==> config.mk <==
export PLATFORM = sky130hd
export DESIGN_NAME = uart_transmissor
export DESIGN_NICKNAME = d
export VERILOG_FILES = /design/src/rtl/uart_pkg.sv /design/src/rtl/uart_baud_counter.sv /design/src/rtl/uart_transmissor.sv
export SDC_FILE = /design/constraint.sdc
export NUM_CORES = 1
export LEC_CHECK = 0
export ABC_CLOCK_PERIOD_IN_PS = 5400
export CORE_ASPECT_RATIO = 1.1
export CORE_MARGIN = 5
export CORE_UTILIZATION = 50
export DETAILED_ROUTE_END_ITERATION = 12
export MAX_ROUTING_LAYER = met4
export PLACE_DENSITY = 0.7
export SYNTH_ARGS = -nofsm -noshare
export SYNTH_HDL_FRONTEND = slang
export SYNTH_HIERARCHICAL = 1
export SYNTH_SLANG_ARGS = --single-unit
==> constraint.sdc <==
create_clock -name clock -period 5.4 [get_ports clock]
set_clock_uncertainty 0.2 [all_clocks]
set_input_delay 1.08 -clock clock [delete_from_list [all_inputs] [get_ports clock]]
set_output_delay 1.08 -clock clock [all_outputs]
set_load 0.05 [all_outputs]
==> src/rtl/uart_pkg.sv <==
// Shared types and helpers for the UART transmitter: FSM states, parity modes
// and frame-timing arithmetic.
package uart_pkg;

   typedef enum logic [2:0] {
      OCIOSO,
      START,
      DADOS,
      PARIDADE,
      STOP
   } estado_t;

   localparam int PARITY_NONE = 0;
   localparam int PARITY_EVEN = 1;
   localparam int PARITY_ODD  = 2;

   function automatic int clks_per_bit(input int freq, input int baud);
      return freq / baud;
   endfunction

   // Bits per frame: start + 8 data + optional parity + stop bits.
   function automatic int frame_bits(input int parity, input int stop);
      return 1 + 8 + ((parity != PARITY_NONE) ? 1 : 0) + stop;
   endfunction

endpackage

==> src/rtl/uart_baud_counter.sv <==
// Bit-period timer: free-running down-counter, restarted by carregar, that
// flags the last clock of every bit period.
module uart_baud_counter #(
   parameter int CLKS_PER_BIT = 10
) (
   input  logic clock,
   input  logic reset,
   input  logic carregar,
   output logic fim_bit
);

   localparam int CW = (CLKS_PER_BIT > 2) ? $clog2(CLKS_PER_BIT) : 1;
   localparam logic [CW-1:0] RECARGA = CW'(CLKS_PER_BIT - 1);

   logic [CW-1:0] contagem;

   always_ff @(posedge clock) begin
      if (reset) begin
         contagem <= '0;
      end else if (carregar || (contagem == '0)) begin
         contagem <= RECARGA;
      end else begin
         contagem <= contagem - CW'(1);
      end
   end

   assign fim_bit = (contagem == '0);

endmodule

==> src/rtl/uart_transmissor.sv <==
// Byte-level UART transmitter: start bit, 8 data bits LSB-first, optional
// parity, 1 or 2 stop bits. All outputs registered.
module uart_transmissor
   import uart_pkg::*;
#(
   parameter int CLOCK_FREQ = 50_000_000,
   parameter int BAUD_RATE  = 115200,
   parameter int PARITY     = 0,
   parameter int STOP_BITS  = 1
) (
   input  logic       clock,
   input  logic       reset,
   input  logic       iniciar_envio,
   input  logic [7:0] dado_entrada,
   output logic       tx,
   output logic       uart_ocupado,
   output logic       byte_enviado
);

   localparam int   CLKS_PER_BIT = clks_per_bit(CLOCK_FREQ, BAUD_RATE);
   localparam logic PARIDADE_INI = (PARITY == PARITY_ODD);
   localparam logic ULTIMO_STOP  = 1'(STOP_BITS - 1);

   if (CLKS_PER_BIT < 2) begin : g_err_cpb
      $error("uart_transmissor: CLOCK_FREQ/BAUD_RATE must be at least 2");
   end
   if ((PARITY != PARITY_NONE) && (PARITY != PARITY_EVEN) && (PARITY != PARITY_ODD)) begin : g_err_par
      $error("uart_transmissor: PARITY must be 0, 1 or 2");
   end
   if ((STOP_BITS != 1) && (STOP_BITS != 2)) begin : g_err_stop
      $error("uart_transmissor: STOP_BITS must be 1 or 2");
   end

   estado_t    estado;
   logic [7:0] deslocamento;
   logic       paridade;
   logic [2:0] indice;
   logic       stop_cnt;
   logic       carregar;
   logic       fim_bit;

   assign carregar = (estado == OCIOSO) && iniciar_envio;

   uart_baud_counter #(
      .CLKS_PER_BIT(CLKS_PER_BIT)
   ) u_baud (
      .clock   (clock),
      .reset   (reset),
      .carregar(carregar),
      .fim_bit (fim_bit)
   );

   // tx is loaded one edge ahead with the next bit, so it stays registered.
   always_ff @(posedge clock) begin
      if (reset) begin
         estado       <= OCIOSO;
         tx           <= 1'b1;
         uart_ocupado <= 1'b0;
         byte_enviado <= 1'b0;
         indice       <= '0;
         stop_cnt     <= 1'b0;
      end else begin
         byte_enviado <= 1'b0;
         case (estado)
            OCIOSO: begin
               if (iniciar_envio) begin
                  deslocamento <= dado_entrada;
                  paridade     <= PARIDADE_INI;
                  tx           <= 1'b0;
                  uart_ocupado <= 1'b1;
                  estado       <= START;
               end
            end
            START: begin
               if (fim_bit) begin
                  tx     <= deslocamento[0];
                  indice <= '0;
                  estado <= DADOS;
               end
            end
            DADOS: begin
               if (fim_bit) begin
                  deslocamento <= {1'b0, deslocamento[7:1]};
                  paridade     <= paridade ^ deslocamento[0];
                  indice       <= indice + 3'd1;
                  if (indice == 3'd7) begin
                     if (PARITY != PARITY_NONE) begin
                        tx     <= paridade ^ deslocamento[0];
                        estado <= PARIDADE;
                     end else begin
                        tx       <= 1'b1;
                        stop_cnt <= 1'b0;
                        estado   <= STOP;
                     end
                  end else begin
                     tx <= deslocamento[1];
                  end
               end
            end
            PARIDADE: begin
               if (fim_bit) begin
                  tx       <= 1'b1;
                  stop_cnt <= 1'b0;
                  estado   <= STOP;
               end
            end
            STOP: begin
               if (fim_bit) begin
                  if (stop_cnt == ULTIMO_STOP) begin
                     uart_ocupado <= 1'b0;
                     byte_enviado <= 1'b1;
                     estado       <= OCIOSO;
                  end else begin
                     stop_cnt <= stop_cnt + 1'b1;
                  end
               end
            end
            default: begin
               tx           <= 1'b1;
               uart_ocupado <= 1'b0;
               estado       <= OCIOSO;
            end
         endcase
      end
   end

endmodule
Yosys cells after proc, flatten, opt, wreduce, memory -nomap -nowiden
Cells that the tools add are included.
{ "word_totals": {"output_inout_bits": 3, "in_bits": 11, "word_cells": 76, "reg_bits": 27} }
{ "classes": {"n_addsub": 3, "eq_ne": 12, "n_bitwise": 4, "muxes": 32, "reduce_logical": 16} }
{ "op_table": {"columns": ["cell", "n"], "rows": [
  ["$mux 3", 9],
  ["$mux 8", 2],
  ["$pmux 8 s2", 1],
  ["$pmux 3 s5", 1],
  ["$mux 1", 14],
  ["$ne 2x2->1 const B", 7],
  ["$reduce_and 5->1", 2],
  ["$logic_not 9->1", 1],
  ["$mux 9", 1],
  ["$sub 9x1->9 const B", 1],
  ["$reduce_and 4->1", 2],
  ["$reduce_and 7->1", 1],
  ["$eq 3x2->1 const B", 2],
  ["$eq 3x3->1 const B", 2],
  ["$pmux 1 s3", 2],
  ["$pmux 3 s2", 1],
  ["$reduce_or 3->1", 2],
  ["$pmux 1 s5", 1],
  ["$not 1->1", 4],
  ["$reduce_bool 2->1", 2],
  ["$add 3x1->3 const B", 1],
  ["$eq 3x1->1 const B", 1],
  ["$logic_not 3->1", 1],
  ["$reduce_and 3->1", 1],
  ["5 further kinds", 5]
]} }

Logic depth before layout (Yosys ltp)
{ "depth": {"word_depth": 4, "depth_mapped": 8, "ltp_nobuf": 7} }

By module
The synthesis kept the hierarchy.
{ "by_module_without_submodules": {"columns": ["module", "area_per_inst_um2", "seq_area_each_um2", "cells_per_inst", "n_inst"], "rows": [
  ["uart_transmissor", 817.0, 420.4, 71, 1],
  ["uart_baud_counter", 424.2, 180.2, 44, 1]
]} }

Least setup slack after synthesis
No wires, ideal clock.
{ "synth_path": {"path_kind": "reg-to-reg", "from": "reg u_baud.contagem[3]", "to": "reg deslocamento[0], enable pin", "path_buffers": 2, "path_slack_ns": 2.708, "t_arrival_ns": 2.108, "path_stages_with_launch": 7, "required_ns": 4.817, "period_less_slack_ns": 2.692, "setup_time_ns": 0.383, "path_cell_list": "dfxtp_1 > or4_1 > clkbuf_2 > nor3_1 > buf_2 > mux2i_1 > nor3_1"} }
{ "synth_between": {"elab_chain_len": 3} }
{ "synth_lines": {"columns": ["element", "line_no", "rtl"], "rows": [
  ["start, declared", "uart_baud_counter.sv:15", "logic [CW-1:0] contagem;"],
  ["start signal, assigned", "uart_baud_counter.sv:23", "contagem <= contagem - CW'(1);"],
  ["$logic_not 9->1", "uart_baud_counter.sv:27", "assign fim_bit = (contagem == '0);"],
  ["net fim_bit", "uart_transmissor.sv:40", "logic fim_bit;"],
  ["$ne 2x2->1 (no line)", null, null],
  ["$reduce_and 4->1 (no line)", null, null],
  ["end signal, assigned", "uart_transmissor.sv:67", "deslocamento <= dado_entrada;"],
  ["end signal, assigned", "uart_transmissor.sv:83", "deslocamento <= {1'b0, deslocamento[7:1]};"],
  ["end, declared", "uart_transmissor.sv:35", "logic [7:0] deslocamento;"]
]} }
The timed path passes the listed nets, and every way through them passes these cells.
A chain may end at the register's enable or synchronous reset.

Worst setup path in the final report
Same ends and word-level chain as after synthesis.

==> metrics <==
Max Clk Rate=roughly 280 MHz; count of final setup violators=0; Longest Clk Path Bufs=2; root buf cell=clkbuf_4; number of post-CTS setup repair buffers=0; delay-heaviest family, CP=simple AND/OR/NAND/NOR gates; Initial DRC Count=11; DRC Markers=0; Switching Power=0.1363 mW; CP Cell Sequence=or4_1 -> nor3_1 -> mux2i_1 -> nor3_1; Worst EP required=between 5 and 6 ns; Final Non-Filler Cells=157; H-tree Lvls=1; CTS sink count=26; number of I/O pins=14; Nets=roughly 140; CP Class=register to register; Routed Antenna Nets=0; die width=57.51 µm; Die Span Y=62.26 µm; Synth Net Count=130; Syn Area/Cell=10.79 µm²; First-pass DRT Iterations=4; Yosys cell types=42; Buf/Inv on CP=0; power share of the sequential group=50.2%; Max FO, Critical Path=11; Final Max Tran Viols=0; internal power=0.3496 mW; max incr delay on CP=~0.95 ns; Clock Pin Slew Worst Setup and Hold Paths=0.14 ns; pwr dens=341.9 nW/µm²; most frequent CP cell=nor3_1; worst-margin pin slew=1.133 ns; Vias/cell=5.803; yosys warns=6; routed vias=911; top post-synthesis cells by area=dfxtp_1 (29%), edfxtp_1 (19%), mux2_2 (6.4%); sequential fraction of the synthesis area=48.39%; Comb power frac=between 20% and 30%; antenna cells=0; RSZ-0062 raised after global routing=false; Final Wtd Congestion=0.7831; top-area cell type share of the netlist area=29.03%; port bufs=13; final period utilization=66.65%; Pleak=0.5035 nW; Row Count=19; Period minus WS final=roughly 3.6 ns; cell count after synthesis=115; Rel. slew slack=a little under a quarter; placed cell count=153; final hold violation count=0; flops & latches, synth=26; Setup crit start kind=register; Sw Share=28.05%; die area=3580 µm²; Synth area leader=dfxtp_1; setup TNS=0 ns; CTS buffer count=3; core area=2449 µm²; first-pass GRT wire length=roughly 3800 µm; critical-path cell with the highest stage delay=nor3_1; Tot GR Track Use=13.32%; Initial Utilization=50.69%; worst vdd ir=203.0 µV; DP HPWL=between 1500 and 2000 µm; Clock Power Share=between 20 and 30%; WL final=2122 µm; status=finished clean; number of global-route vias before repair=928; largest net degree at the start of global routing=18; Setup crit end kind=register; CTS resizes=0; Syn Std Cell Area=1241 µm²; CTS tree=done; HP Class=register to register; antenna violations before repair=0; Hold Buf Count CTS=0; max cap viols=0; GR Overflow Total=0; Layout Utilization=approximately 58%; Routed wire per std cell=13.52 µm; Worst-Skew Late Latency=0.32 ns; worst path arrival time=3.36 ns; Layout Area Growth over Synthesis=14.52%; ratio of cells with drive above 1 in the final layout=15.87%
logic make-up (layout without fill, tap and decap cells):
logic type,after synthesis,in the layout,synth area share (%)
AND/OR/NAND/NOR,34,34,18.25
AO/OA/AOI/OAI,28,28,14.21
flip-flops,26,26,48.39
buffers and inverters,11,22,5.140
multiplexers,8,8,7.158
adder cells (fa/ha/maj),4,4,4.032
XOR/XNOR,4,4,2.823
cell usage after synthesis (all sizes together):
| library cell | count |
|---|---|
| a211oi | 1 |
| a21o | 1 |
| a21oi | 10 |
| a31oi | 3 |
| buf | 6 |
| clkbuf | 1 |
| dfxtp | 18 |
| edfxtp | 8 |
| ha | 4 |
| inv | 4 |
| mux2 | 7 |
| mux2i | 1 |
| nand2 | 3 |
| nand2b | 3 |
| nand3 | 2 |
| nand3b | 3 |
| nor2b | 1 |
| nor3 | 8 |
| nor3b | 2 |
| nor4b | 1 |
| o21a | 1 |
| o21ai | 5 |
| o22a | 1 |
| o22ai | 1 |
| o31a | 1 |
| o31ai | 3 |
| o41ai | 1 |
| or2 | 1 |
| or3 | 2 |
| or3b | 3 |
| or4 | 4 |
| or4b | 1 |
| xnor2 | 3 |
| xor2 | 1 |
sequential cells by signal, indices dropped and copies added (netlist names):
name	cells
deslocamento	8
estado	3
tx	1
byte_enviado	1
uart_ocupado	1
u_baud/contagem	9
indice	3
per-layer routing:
metal	wire (µm)	vias to the layer above	GRT usage (%)
met4	57	0	7.536
li1	-	454	-
met3	95	7	2.692
met2	1002	20	20.20
met5	0	-	-
met1	966	430	16.25
worst register-to-register path, cell delays in order, from the launching register on:
cell and delay, ns:
dfxtp_1 0.38, or4_1 0.65, nor3_1 0.90, mux2i_1 0.17, nor3_1 0.95
through the flow:
stage / setup slack (ns) / hold slack (ns) / power [mW] / instance area (µm²)
6_report: 1.801 / 0.2663 / 0.4860 / 1421
3_5_place_dp: 1.645 / 0.2722 / 0.3560 / 1369
3_3_place_gp: 1.779 / 0.2419 / 0.3510 / 1369
2_1_floorplan: 2.708 / 0.2241 / 0.3313 / 1241
5_1_grt: 1.530 / 0.3061 / 0.5156 / 1421
4_1_cts: 1.837 / 0.2695 / 0.4882 / 1421
final cells by class:
class	instances	area (µm²)
clock buffers	3	22.52
clock inverters	1	30.03
fillers	218	1027
inverters	4	15.01
multi-input cells	78	576.8
flip-flops and latches	26	600.6
well taps	31	38.79
repair buffers	14	137.6
power groups by stage:
stage	clock network [mW]	registers [mW]	logic, mW
floorplan	0	0.248	0.0829
global placement	0	0.246	0.105
detailed placement	0	0.248	0.108
CTS	0.136	0.243	0.109
global route	0.148	0.247	0.120
finish	0.134	0.244	0.108
layout by cell type (no fill, tap or decap), types with 3 or more instances in the layout:
cell type,instances
inv_1,4
o21ai_0,4
clkbuf_4,3
nand2_1,3
a31oi_1,3
mux2_2,7
o31ai_1,3
xnor2_1,3
nand3b_1,3
dfxtp_1,18
clkdlybuf4s50_1,13
or4_1,3
a21oi_1,9
nand2b_1,3
nor3_1,8
ha_1,4
edfxtp_1,8
final timing paths:
path,startpoint,end,slack (ns),depth (start not counted)
max reg2reg,u_baud/contagem[3]$_SDFF_PP0_,deslocamento[0]$_DFFE_PP_,1.80,4
min,u_baud/contagem[0]$_SDFF_PP0_,u_baud/contagem[0]$_SDFF_PP0_,0.27,1
min reg2reg,u_baud/contagem[0]$_SDFF_PP0_,u_baud/contagem[0]$_SDFF_PP0_,0.27,1
max,u_baud/contagem[3]$_SDFF_PP0_,deslocamento[0]$_DFFE_PP_,1.80,4
No activity file was read; power rests on OpenSTA's default activity.
